$ cat config.mk
export PLATFORM = sky130hd
export DESIGN_NAME = lgbs_gate_sequencer
export DESIGN_NICKNAME = d
export VERILOG_FILES = /design/src/rtl/lgbs_gate_sequencer.sv
export SDC_FILE = /design/constraint.sdc
export NUM_CORES = 1
export LEC_CHECK = 0
export ABC_AREA = 1
export CAP_MARGIN = 20
export CELL_PAD_IN_SITES_DETAIL_PLACEMENT = 0
export CELL_PAD_IN_SITES_GLOBAL_PLACEMENT = 1
export CORE_ASPECT_RATIO = 0.8
export CORE_MARGIN = 2
export CORE_UTILIZATION = 45
export DETAILED_ROUTE_END_ITERATION = 12
export HOLD_SLACK_MARGIN = 0.12
export PLACE_DENSITY_LB_ADDON = 0.05
export SLEW_MARGIN = 20
export SYNTH_ARGS = -nofsm -noshare
export SYNTH_HDL_FRONTEND = slang
export SYNTH_SLANG_ARGS = --single-unit
$ cat constraint.sdc
create_clock -name clk -period 2.9 [get_ports clk]
set_input_delay 0.725 -clock clk [delete_from_list [all_inputs] [get_ports clk]]
set_output_delay 0.725 -clock clk [all_outputs]
set_load 0.01 [all_outputs]
$ cat src/rtl/lgbs_gate_sequencer.sv
// lgbs_gate_sequencer
// Command-driven gate sequencer for the three-leg bridge. Assembles two-byte
// frames from uart_rx into {sector[2:0], width[12:0]}, arms on a valid frame,
// fires one gate pulse of `width` cycles on a rising edge of `shoot`, then
// holds all gates off for DEAD_TIME cycles before accepting a new command.
//
// Ports:
//   clk            system clock
//   reset          asynchronous, active-high reset
//   rx_done        one-cycle byte strobe from uart_rx
//   data_received  received byte, valid with rx_done
//   parity_error   rejects the byte strobed by rx_done
//   shoot          asynchronous fire request (synchronized here)
//   gate[5:0]      {g3_b, g3_a, g2_b, g2_a, g1_b, g1_a}, 1 = transistor on
//   armed          valid command loaded, waiting for shoot
//   busy           pulse or dead-time in progress
//   err            sticky error, cleared by a valid frame or reset
module lgbs_gate_sequencer #(
   parameter int unsigned DEAD_TIME  = 48,
   parameter int unsigned RX_TIMEOUT = 48000
) (
   input  logic       clk,
   input  logic       reset,
   input  logic       rx_done,
   input  logic [7:0] data_received,
   input  logic       parity_error,
   input  logic       shoot,
   output logic [5:0] gate,
   output logic       armed,
   output logic       busy,
   output logic       err
);

   localparam int unsigned WIDTH_W = 13;
   localparam int unsigned DEAD_W  = $clog2(DEAD_TIME) + 1;
   localparam int unsigned TO_W    = $clog2(RX_TIMEOUT) + 1;

   typedef enum logic [2:0] {
      ST_IDLE    = 3'd0,
      ST_WAIT_B2 = 3'd1,
      ST_ARMED   = 3'd2,
      ST_PULSE   = 3'd3,
      ST_DEAD    = 3'd4
   } state_t;

   state_t              state;
   state_t              state_nxt;

   logic                shoot_s1;
   logic                shoot_s2;
   logic                shoot_prev;
   logic                shoot_rise;

   logic [7:0]          byte1_q;
   logic [15:0]         cmd_q;
   logic [WIDTH_W-1:0]  width_cnt;
   logic [DEAD_W-1:0]   dead_cnt;
   logic [TO_W-1:0]     to_cnt;
   logic                err_q;

   logic [15:0]         frame;
   logic                frame_valid;
   logic                rx_ok;
   logic                rx_bad;
   logic                timed_out;

   logic                ld_b1;
   logic                ld_cmd;
   logic                ld_width;
   logic                ld_dead;
   logic                set_err;
   logic                clr_err;

   logic [5:0]          gate_d;
   logic                armed_d;
   logic                busy_d;

   // Shoot synchronizer and edge detector
   always_ff @(posedge clk or posedge reset) begin
      if (reset) begin
         shoot_s1   <= 1'b0;
         shoot_s2   <= 1'b0;
         shoot_prev <= 1'b0;
      end else begin
         shoot_s1   <= shoot;
         shoot_s2   <= shoot_s1;
         shoot_prev <= shoot_s2;
      end
   end

   assign shoot_rise  = shoot_s2 & ~shoot_prev;
   assign rx_ok       = rx_done & ~parity_error;
   assign rx_bad      = rx_done & parity_error;
   assign frame       = {byte1_q, data_received};
   assign frame_valid = (frame[15:13] <= 3'd5) && (frame[12:0] != 13'd0);
   assign timed_out   = (to_cnt == TO_W'(RX_TIMEOUT));

   // State register
   always_ff @(posedge clk or posedge reset) begin
      if (reset) state <= ST_IDLE;
      else       state <= state_nxt;
   end

   // Next-state logic and datapath load strobes
   always_comb begin
      state_nxt = state;
      ld_b1     = 1'b0;
      ld_cmd    = 1'b0;
      ld_width  = 1'b0;
      ld_dead   = 1'b0;
      set_err   = 1'b0;
      clr_err   = 1'b0;
      case (state)
         ST_IDLE: begin
            if (rx_ok) begin
               ld_b1     = 1'b1;
               state_nxt = ST_WAIT_B2;
            end else if (rx_bad) begin
               set_err   = 1'b1;
            end
         end
         ST_WAIT_B2: begin
            // Timeout takes priority over a byte arriving in the same cycle
            if (timed_out || rx_bad) begin
               set_err   = 1'b1;
               state_nxt = ST_IDLE;
            end else if (rx_ok) begin
               if (frame_valid) begin
                  ld_cmd    = 1'b1;
                  clr_err   = 1'b1;
                  state_nxt = ST_ARMED;
               end else begin
                  set_err   = 1'b1;
                  state_nxt = ST_IDLE;
               end
            end
         end
         ST_ARMED: begin
            // A coincident byte is dropped in favour of the shot
            if (shoot_rise) begin
               ld_width  = 1'b1;
               state_nxt = ST_PULSE;
            end else if (rx_ok) begin
               ld_b1     = 1'b1;
               state_nxt = ST_WAIT_B2;
            end
         end
         ST_PULSE: begin
            if (width_cnt <= WIDTH_W'(1)) begin
               ld_dead   = 1'b1;
               state_nxt = ST_DEAD;
            end
         end
         ST_DEAD: begin
            if (dead_cnt <= DEAD_W'(1)) state_nxt = ST_IDLE;
         end
         default: state_nxt = ST_IDLE;
      endcase
   end

   // Frame capture, counters and sticky error
   always_ff @(posedge clk or posedge reset) begin
      if (reset) begin
         byte1_q   <= 8'd0;
         cmd_q     <= 16'd0;
         width_cnt <= '0;
         dead_cnt  <= '0;
         to_cnt    <= '0;
         err_q     <= 1'b0;
      end else begin
         if (ld_b1)  byte1_q <= data_received;
         if (ld_cmd) cmd_q   <= frame;

         if (set_err)      err_q <= 1'b1;
         else if (clr_err) err_q <= 1'b0;

         if (ld_b1)
            to_cnt <= '0;
         else if (state == ST_WAIT_B2 && !timed_out)
            to_cnt <= to_cnt + TO_W'(1);

         if (ld_width)
            width_cnt <= cmd_q[12:0];
         else if (state == ST_PULSE && width_cnt != '0)
            width_cnt <= width_cnt - WIDTH_W'(1);

         if (ld_dead)
            dead_cnt <= DEAD_W'(DEAD_TIME);
         else if (state == ST_DEAD && dead_cnt != '0)
            dead_cnt <= dead_cnt - DEAD_W'(1);
      end
   end

   // Output decode; sector table never enables both switches of one leg
   always_comb begin
      gate_d  = 6'b000000;
      armed_d = (state == ST_ARMED);
      busy_d  = (state == ST_PULSE) || (state == ST_DEAD);
      if (state == ST_PULSE) begin
         case (cmd_q[15:13])
            3'd0:    gate_d = 6'b001001;
            3'd1:    gate_d = 6'b100001;
            3'd2:    gate_d = 6'b100100;
            3'd3:    gate_d = 6'b000110;
            3'd4:    gate_d = 6'b010010;
            3'd5:    gate_d = 6'b011000;
            default: gate_d = 6'b000000;
         endcase
      end
   end

   // Output registers; async reset drops the gates immediately
   always_ff @(posedge clk or posedge reset) begin
      if (reset) begin
         gate  <= 6'b000000;
         armed <= 1'b0;
         busy  <= 1'b0;
         err   <= 1'b0;
      end else begin
         gate  <= gate_d;
         armed <= armed_d;
         busy  <= busy_d;
         err   <= err_q;
      end
   end

endmodule

==> impl_metrics.env, run 1 <==
export IMPL_status="complete, no violations"
export IMPL_dieWidth_um=112
export IMPL_postCtsSetupBuffers=0
export IMPL_cp_top_family="simple AND/OR/NAND/NOR gates"
export IMPL_path_cells="clkdlybuf4s50_1 -> inv_1 -> or2_1 -> nor2_2 -> nand2_4 -> nand2_4 -> inv_1 -> nand2_1 -> nand2_1"
export IMPL_synthArstFlopShare=1.00
export IMPL_synth_area_per_cell_um2=7.72
export IMPL_cts_hold_buf=0
export IMPL_synth_nets=560
export IMPL_wl_met2_mm=3.59
export IMPL_worst_pin_slew_ps=421
export IMPL_p_per_area_nw_per_um2=876
export IMPL_drive_above_1_share=0.0892
export IMPL_cp_end_kind="register"
export IMPL_ys_flop_type="dfrtp_1"
export IMPL_synthXorXnorAreaFrac=0.0358
export IMPL_vdd_ir_drop_max_uv=488
export IMPL_yosysUniqueCellTypes=32
export IMPL_p_int_uw=2680
export IMPL_antenna_found_initial=0
export IMPL_hold_class="reg2reg"
export IMPL_yosys_top_cells_count="nand2_1, dfrtp_1, nor2_1"
export IMPL_critPathBufInv=3
export IMPL_synth_most_common_cell="nand2_1"
export IMPL_stdcell_count=687
export IMPL_insertedDiodeCount=0
export IMPL_p_comb_frac=0.312
export IMPL_leakage_uw=0.00235
export IMPL_synth_top_family_by_area="simple AND/OR/NAND/NOR gates"
export IMPL_startpoint_type="primary input"
export IMPL_setup_viol=0
export IMPL_numPortBuffers=21
export IMPL_root_buffer="clkbuf_16"
export IMPL_wirelength_met1_mm=5.09
export IMPL_netSwitchingFraction=0.366
export IMPL_cp_slowest_cell="clkdlybuf4s50_1"
export IMPL_drt_iter0_drc=216
export IMPL_reg2reg_slack_ps=1100
export IMPL_yosysSeqAreaShare=0.463
export IMPL_syn2layout_area_growth_pct=16.0
export IMPL_worstRegToRegCells=10
export IMPL_cp_arrival_ps=2280
export IMPL_grt_setup_unrepaired="false"
export IMPL_synth_compound_area_frac=0.0532
export IMPL_post_route_min_period_ps=2050
export IMPL_yosys_area_top_type="dfrtp_1"
export IMPL_grt_first_pass_wirelength_mm=16.2
export IMPL_cts_tree="built"
export IMPL_rows=31
export IMPL_postRouteAntennaNets=0
export IMPL_routedWlPerCell_um=13.5
export IMPL_hold_ws_ps=373
export IMPL_clk_latency_ps=340
export IMPL_initial_core_util=0.460
export IMPL_clkSinkCount=77
export IMPL_clkPwrFrac=0.288
export IMPL_power_total_uw=4230
export IMPL_hpwl_mm=6.77
export IMPL_netlist_instances=539
export IMPL_synth_edf_count=0
export IMPL_slew_viol_final=0
export IMPL_yosys_area_share_adder=0.0241
export IMPL_syn_area_um2=4160
export IMPL_yosysWarnings=0
export IMPL_wl_met3_um=482
export IMPL_dr_pass1_iters=5
export IMPL_io_pin_count=22
export IMPL_htreeDepth=3
export IMPL_pwr_share_seq=0.400
export IMPL_die_h_um=90
export IMPL_drc=0
export IMPL_tns_ps=0
export IMPL_fp_dieArea_um2=10000
export IMPL_cts_resized=0
export IMPL_grt_pass1_vias=3274
export IMPL_fmax_mhz=488
export IMPL_yosys_area_share_simple=0.344
export IMPL_grt_max_degree=78
export IMPL_synth_mux_area_frac=0.0135
export IMPL_clk_pin_slew_ps=60
export IMPL_highest_layer="met4"
export IMPL_cap_violations=0
export IMPL_synth_seq_cells=77
export IMPL_relSlewSlack=0.719
export IMPL_fp_coreArea_um2=9040
export IMPL_cp_num_cells=9
export IMPL_cts_max_path_buffers=2
export IMPL_grt_usage=0.200
export IMPL_cpPeakStageDelay_ps=480
export IMPL_fin_crit_sh=0.707
export IMPL_crit_fanout=17
export IMPL_vias=3485
export IMPL_critical_path_required_ps=3130
export IMPL_nets=588
export IMPL_placedCellCount=671
export IMPL_numCtsBuffers=9
export IMPL_synthTopCellsByArea="dfrtp_1, nand2_1, nand3_1"
export IMPL_routed_wl_mm=9.26
export IMPL_p_switching_uw=1550
export IMPL_overflow=0
export IMPL_hold_depth=0
export IMPL_place_congestion=0.871
export IMPL_synth_top_area_share=0.463
export IMPL_skew_ps=8.15
export IMPL_vias_per_cell=5.07
export IMPL_final_hold_viol_count=0
export IMPL_path_class="in2reg"
layout by cell type, fill, tap and decap left out, drive strengths merged, types with 8 or more instances in the layout:
cell type      Yosys  layout
nand3             62      62
nand2            164     164
inv               57      57
nor3              16      16
nor2              72      72
o21ai             31      31
dfrtp             77      77
ha                 8       8
nand4              9       9
xor2              14      14
clkdlybuf4s50      0      21
clkbuf             1      10
metrics by stage:
stage	util	setup slack [ps]	instance area, um^2
finish	0.534	850	4830
global placement	0.498	502	4500
detailed placement	0.498	517	4500
CTS	0.534	863	4830
global route	0.534	722	4830
floorplan	-	208	4160
sequential cells by signal, indices dropped and copies added (netlist names):
register    count
armed           1
busy            1
byte1_q         8
cmd_q          16
dead_cnt        7
err             1
err_q           1
gate            6
shoot_prev      1
shoot_s1        1
shoot_s2        1
state           3
to_cnt         17
width_cnt      13
cells by family (layout without fill, tap and decap cells):
logic type               count (synthesis)  after routing
AND/OR/NAND/NOR                        324            324
flip-flops                              77             77
XOR/XNOR                                17             17
adder cells (fa/ha/maj)                  8              8
buffers and inverters                   66             99
AO/OA/AOI/OAI                           42             42
multiplexers                             5              5
final timing paths:
check,startpoint,end
min in group asynchronous,reset,shoot_s1
min reg2reg,shoot_s2,shoot_prev
max reg2reg,to_cnt[0],cmd_q[9]
min,shoot_s2,shoot_prev
max,rx_done,to_cnt[12]
max in group asynchronous,reset,err
area by class of cell:
class                   instances  area, um^2
flip-flops and latches         77        1930
clock inverters                 6        86.3
repair buffers                 25         253
clock buffers                  10         239
well taps                     115         144
multi-input cells             396        1960
inverters                      58         218
fillers                       906        4210
routing by layer:
metal,vias up,track usage
met2,76,0.275
li1,1786,-
met3,8,0.0459
met4,0,0.0494
met5,-,0
met1,1615,0.315
power by group through the flow:
| stage | sequential [uW] | clock [uW] | combinational, uW |
|---|---|---|---|
| 2_1_floorplan | 1640 | 0 | 1030 |
| 3_3_place_gp | 1700 | 0 | 1300 |
| 3_5_place_dp | 1700 | 0 | 1320 |
| 4_1_cts | 1690 | 1250 | 1330 |
| 5_1_grt | 1740 | 1300 | 1540 |
| 6_report | 1690 | 1220 | 1320 |
Power figures use the tool's default switching activity.
==> inputs of run 2 (changes only) <==
==> constraint.sdc (replaced) <==
create_clock -name clk -period 1.9 [get_ports clk]
set_input_delay 0.475 -clock clk [delete_from_list [all_inputs] [get_ports clk]]
set_output_delay 0.475 -clock clk [all_outputs]
set_load 0.01 [all_outputs]
==> impl_metrics.env, run 2 (synthesis results as in run 1) <==
export IMPL_hpwl_mm=7.39
export IMPL_startpoint_type="primary input"
export IMPL_fp_dieArea_um2=10000
export IMPL_rows=31
export IMPL_cts_tree="built"
export IMPL_htreeDepth=3
export IMPL_fin_crit_sh=0.893
export IMPL_postRouteAntennaNets=0
export IMPL_fillers=886
export IMPL_numPortBuffers=21
export IMPL_layout_commonest_cell="nand2_1"
export IMPL_cp_arrival_ps=1920
export IMPL_fmax_mhz=589
export IMPL_layout_setup_ws_ps=202
export IMPL_reg2reg_from="to_cnt[1]"
export IMPL_dr_pass1_iters=5
export IMPL_grt_usage=0.214
export IMPL_worst_pin_slew_ps=412
export IMPL_hold_class="reg2reg"
export IMPL_grt_first_pass_wirelength_mm=17.2
export IMPL_critical_path_required_ps=2120
export IMPL_dieWidth_um=112
export IMPL_final_cell_area_um2=5030
export IMPL_root_buffer="clkbuf_16"
export IMPL_numCtsBuffers=9
export IMPL_clk_latency_ps=340
export IMPL_grt_setup_unrepaired="false"
export IMPL_power_total_uw=6500
export IMPL_cap_violations=0
export IMPL_cp_slowest_cell="clkdlybuf4s50_1"
export IMPL_clk_pin_slew_ps=60
export IMPL_dp_slack_ps=-156
export IMPL_final_hold_viol_count=0
export IMPL_vdd_ir_drop_max_uv=639
export IMPL_syn2layout_area_growth_pct=20.8
export IMPL_io_pin_count=22
export IMPL_cpPeakStageDelay_ps=470
export IMPL_drive_above_1_share=0.125
export IMPL_fp_coreArea_um2=9040
export IMPL_regMostFlops="to_cnt"
export IMPL_r2r_end="to_cnt[11]"
export IMPL_crit_fanout=16
export IMPL_routedWlPerCell_um=13.9
export IMPL_post_route_min_period_ps=1700
export IMPL_min_from="shoot_s1"
export IMPL_cp_end_kind="register"
export IMPL_drc=0
export IMPL_overflow=0
export IMPL_skew_ps=6.80
export IMPL_hold_depth=0
export IMPL_path_class="in2reg"
export IMPL_clkSinkCount=77
export IMPL_nets=609
export IMPL_min_to="shoot_s2"
export IMPL_worstRegToRegCells=9
export IMPL_p_per_area_nw_per_um2=1290
export IMPL_initial_core_util=0.460
export IMPL_grt_pass1_vias=3547
export IMPL_postCtsSetupBuffers=0
export IMPL_top_regs="to_cnt x17, cmd_q x16, width_cnt x13"
export IMPL_cts_max_path_buffers=2
export IMPL_placed_cell_area_um2=4720
export IMPL_leakage_uw=0.00245
export IMPL_largest_register_ffs=17
export IMPL_critical_path_startpoint="rx_done"
export IMPL_die_h_um=90
export IMPL_setup_viol=0
export IMPL_path_cells="clkdlybuf4s50_1 -> inv_1 -> or2_1 -> nor2_2 -> nand2_4 -> buf_4 -> nand3_1 -> o21ai_0"
export IMPL_routed_wl_mm=9.86
export IMPL_insertedDiodeCount=0
export IMPL_antenna_found_initial=0
export IMPL_layout_common_cells="nand2_1, dfrtp_1, nor2_1, nand3_1, inv_1"
export IMPL_place_congestion=0.853
export IMPL_drt_iter0_drc=288
export IMPL_status="complete, no violations"
export IMPL_relSlewSlack=0.725
export IMPL_reg2reg_slack_ps=210
export IMPL_vias=3615
export IMPL_grt_max_degree=23
export IMPL_slew_viol_final=0
export IMPL_vias_per_cell=5.11
## run 2: final cells by class
cell class	instances	area, um^2	share of cell area
Tap cell	115	144	0.0286
Inverter	58	221	0.0441
Multi-Input combinational cell	396	1960	0.391
Clock inverter	7	72.6	0.0144
Sequential cell	77	1930	0.383
Clock buffer	9	225	0.0448
Timing Repair Buffer	46	473	0.0941
## run 2: power by group
part | total [uW] | switching (uW) | internal [uW]
sequential | 2560 | 408 | 2150
combinational | 2210 | 1330 | 881
clock | 1730 | 713 | 1020
total | 6500 | 2450 | 4060
## run 2: worst max-delay path by stage
stage / endpoint / slack (ps) / cells after the start
after global placement: to_cnt[14] / -130 / 8
after CTS: to_cnt[11] / 180 / 9
after global routing: to_cnt[2] / 20 / 9
final: to_cnt[14] / 200 / 8
after detailed placement: to_cnt[14] / -160 / 8
after floorplan: cmd_q[15] / 350 / 11
## run 2: critical path: cells and delay by family
| family | cells | cell delay, ps |
|---|---|---|
| buf+inv | 3 | 740 |
| simple gates | 4 | 600 |
| compound gates | 1 | 70 |
## run 2: timing repair
item,in CTS,in global routing
hold buffers,0,0
setup endpoints to repair,0,8
gates resized for setup,0,2
## run 2: routing by layer
metal / GRT usage / share of wire / vias up
met5: 0 / 0 / -
met4: 0.0494 / 0.011 / 0
met3: 0.0587 / 0.055 / 9
met2: 0.306 / 0.42 / 96
met1: 0.322 / 0.51 / 1685
li1: - / - / 1825
## run 2: metrics by stage
step	setup TNS, ps	std cells	hold WS, ps	utilization
2_1_floorplan	0	539	331	-
3_3_place_gp	-2990	692	346	0.523
3_5_place_dp	-3620	692	344	0.523
4_1_cts	0	708	358	0.556
5_1_grt	0	708	367	0.556
6_report	0	708	354	0.556
==> inputs of run 3 (changes only) <==
--- a/config.mk
+++ b/config.mk
@@ -14,7 +14,7 @@
 export CORE_UTILIZATION = 45
 export DETAILED_ROUTE_END_ITERATION = 12
 export HOLD_SLACK_MARGIN = 0.12
-export PLACE_DENSITY_LB_ADDON = 0.05
+export PLACE_DENSITY = 0.77
 export SLEW_MARGIN = 20
 export SYNTH_ARGS = -nofsm -noshare
 export SYNTH_HDL_FRONTEND = slang
==> impl_metrics.env, run 3 (synthesis results as in run 1) <==
export IMPL_dr_pass1_iters=5
export IMPL_initial_core_util=0.460
export IMPL_cp_slowest_cell="clkdlybuf4s50_1"
export IMPL_hold_class="reg2reg"
export IMPL_cp_top_family="buffers and inverters"
export IMPL_insertedDiodeCount=0
export IMPL_vias_per_cell=5.05
export IMPL_path_class="in2reg"
export IMPL_critical_path_required_ps=2120
export IMPL_cp_num_cells=8
export IMPL_utilization=0.563
export IMPL_vias=3575
export IMPL_grt_usage=0.206
export IMPL_grt_pass1_vias=3340
export IMPL_top_regs="to_cnt x17, cmd_q x16, width_cnt x13"
export IMPL_rows=31
export IMPL_grt_setup_unrepaired="false"
export IMPL_drive_above_1_share=0.121
export IMPL_vdd_ir_drop_max_uv=952
export IMPL_place_congestion=0.850
export IMPL_overflow=0
export IMPL_routedWlPerCell_um=13.4
export IMPL_wl_met2_mm=3.87
export IMPL_layout_common_cells="nand2_1, dfrtp_1, nor2_1, nand3_1, inv_1"
export IMPL_p_per_area_nw_per_um2=1360
export IMPL_layout_commonest_cell="nand2_1"
export IMPL_fmax_mhz=580
export IMPL_io_pin_count=22
export IMPL_critPathBufInv=3
export IMPL_regMostFlops="to_cnt"
export IMPL_cts_tree="built"
export IMPL_wl_met3_um=512
export IMPL_clk_pin_slew_ps=60
export IMPL_grt_max_degree=78
export IMPL_fin_crit_sh=0.907
export IMPL_die_h_um=90
export IMPL_cp_arrival_ps=1940
export IMPL_fillers=876
export IMPL_startpoint_type="primary input"
export IMPL_placedCellCount=692
export IMPL_stdcell_count=708
export IMPL_path_cells="clkdlybuf4s50_1 -> inv_1 -> or2_1 -> nor2_2 -> nand2_4 -> buf_4 -> nand3_1 -> o21ai_0"
export IMPL_grt_first_pass_wirelength_mm=16.7
export IMPL_numPortBuffers=21
export IMPL_cts_max_path_buffers=2
export IMPL_clkSinkCount=77
export IMPL_post_route_min_period_ps=1720
export IMPL_final_hold_viol_count=0
export IMPL_setup_viol=0
export IMPL_wirelength_met1_mm=5.04
export IMPL_crit_fanout=16
export IMPL_worstRegToRegCells=10
export IMPL_fp_coreArea_um2=9040
export IMPL_drt_iter0_drc=336
export IMPL_tns_ps=0
export IMPL_status="complete, no violations"
export IMPL_postRouteAntennaNets=0
export IMPL_htreeDepth=3
export IMPL_cts_hold_buf=0
export IMPL_hold_depth=0
export IMPL_leakage_uw=0.00249
export IMPL_cp_end_kind="register"
export IMPL_syn2layout_area_growth_pct=22.3
export IMPL_numCtsBuffers=9
export IMPL_skew_ps=5.40
export IMPL_multiInputGateArea_um2=1960
export IMPL_relSlewSlack=0.727
export IMPL_hpwl_mm=6.99
export IMPL_fp_dieArea_um2=10000
export IMPL_cpPeakStageDelay_ps=490
export IMPL_cts_resized=0
export IMPL_worst_pin_slew_ps=410
export IMPL_slew_viol_final=0
export IMPL_highest_layer="met4"
export IMPL_routed_wl_mm=9.50
export IMPL_ff_latch_area_um2=1930
export IMPL_largest_register_ffs=17
export IMPL_root_buffer="clkbuf_16"
export IMPL_dieWidth_um=112
export IMPL_postCtsSetupBuffers=0
export IMPL_clk_latency_ps=330
export IMPL_antenna_found_initial=0
export IMPL_nets=609
export IMPL_drc=0
export IMPL_cap_violations=0
-- run 3: cell count changes in the layout (fill, tap and decap cells not counted), moves of 2 or more --
cell        change
bufinv_16       +3
clkinvlp_4      -2
inv_6           -2
nor2_1          +2
nor2_2          -2
-- run 3: final cells by class --
type                            instances  share of cell area
Inverter                               58              0.0435
Tap cell                              115              0.0283
Clock buffer                           10              0.0470
Clock inverter                          6              0.0263
Multi-Input combinational cell        396               0.386
Timing Repair Buffer                   46              0.0905
Sequential cell                        77               0.379
-- run 3: worst paths after layout --
check / start / to / slack [ps]
setup / recovery: rx_done / to_cnt[14] / 180
min in group asynchronous: reset / width_cnt[1] / 600
hold / removal: shoot_s1 / shoot_s2 / 360
hold reg to reg: shoot_s1 / shoot_s2 / 360
setup reg to reg: to_cnt[1] / to_cnt[15] / 180
max in group asynchronous: reset / err / 980
-- run 3: layer usage --
metal	up-vias	GRT usage
li1	1829	-
met1	1663	0.322
met2	75	0.285
met3	8	0.0519
met4	0	0.0473
met5	-	0
-- run 3: metrics by stage --
step / instance area (um^2) / power [uW] / worst slack (ps) / hold WS, ps
floorplan: 4160 / 4070 / 349 / 331
global placement: 4710 / 4760 / -144 / 337
detailed placement: 4710 / 4810 / -191 / 336
CTS: 5080 / 6980 / 125 / 359
global route: 5090 / 7490 / 58.2 / 372
finish: 5090 / 6930 / 177 / 356
-- run 3: report_power, final --
part / internal (uW) / total, uW / switching (uW) / leakage [uW]
Clock: 1450 / 2130 / 678 / 0.000183
Combinational: 909 / 2240 / 1330 / 0.00131
Sequential: 2150 / 2560 / 403 / 0.000996
Total: 4510 / 6930 / 2410 / 0.00249
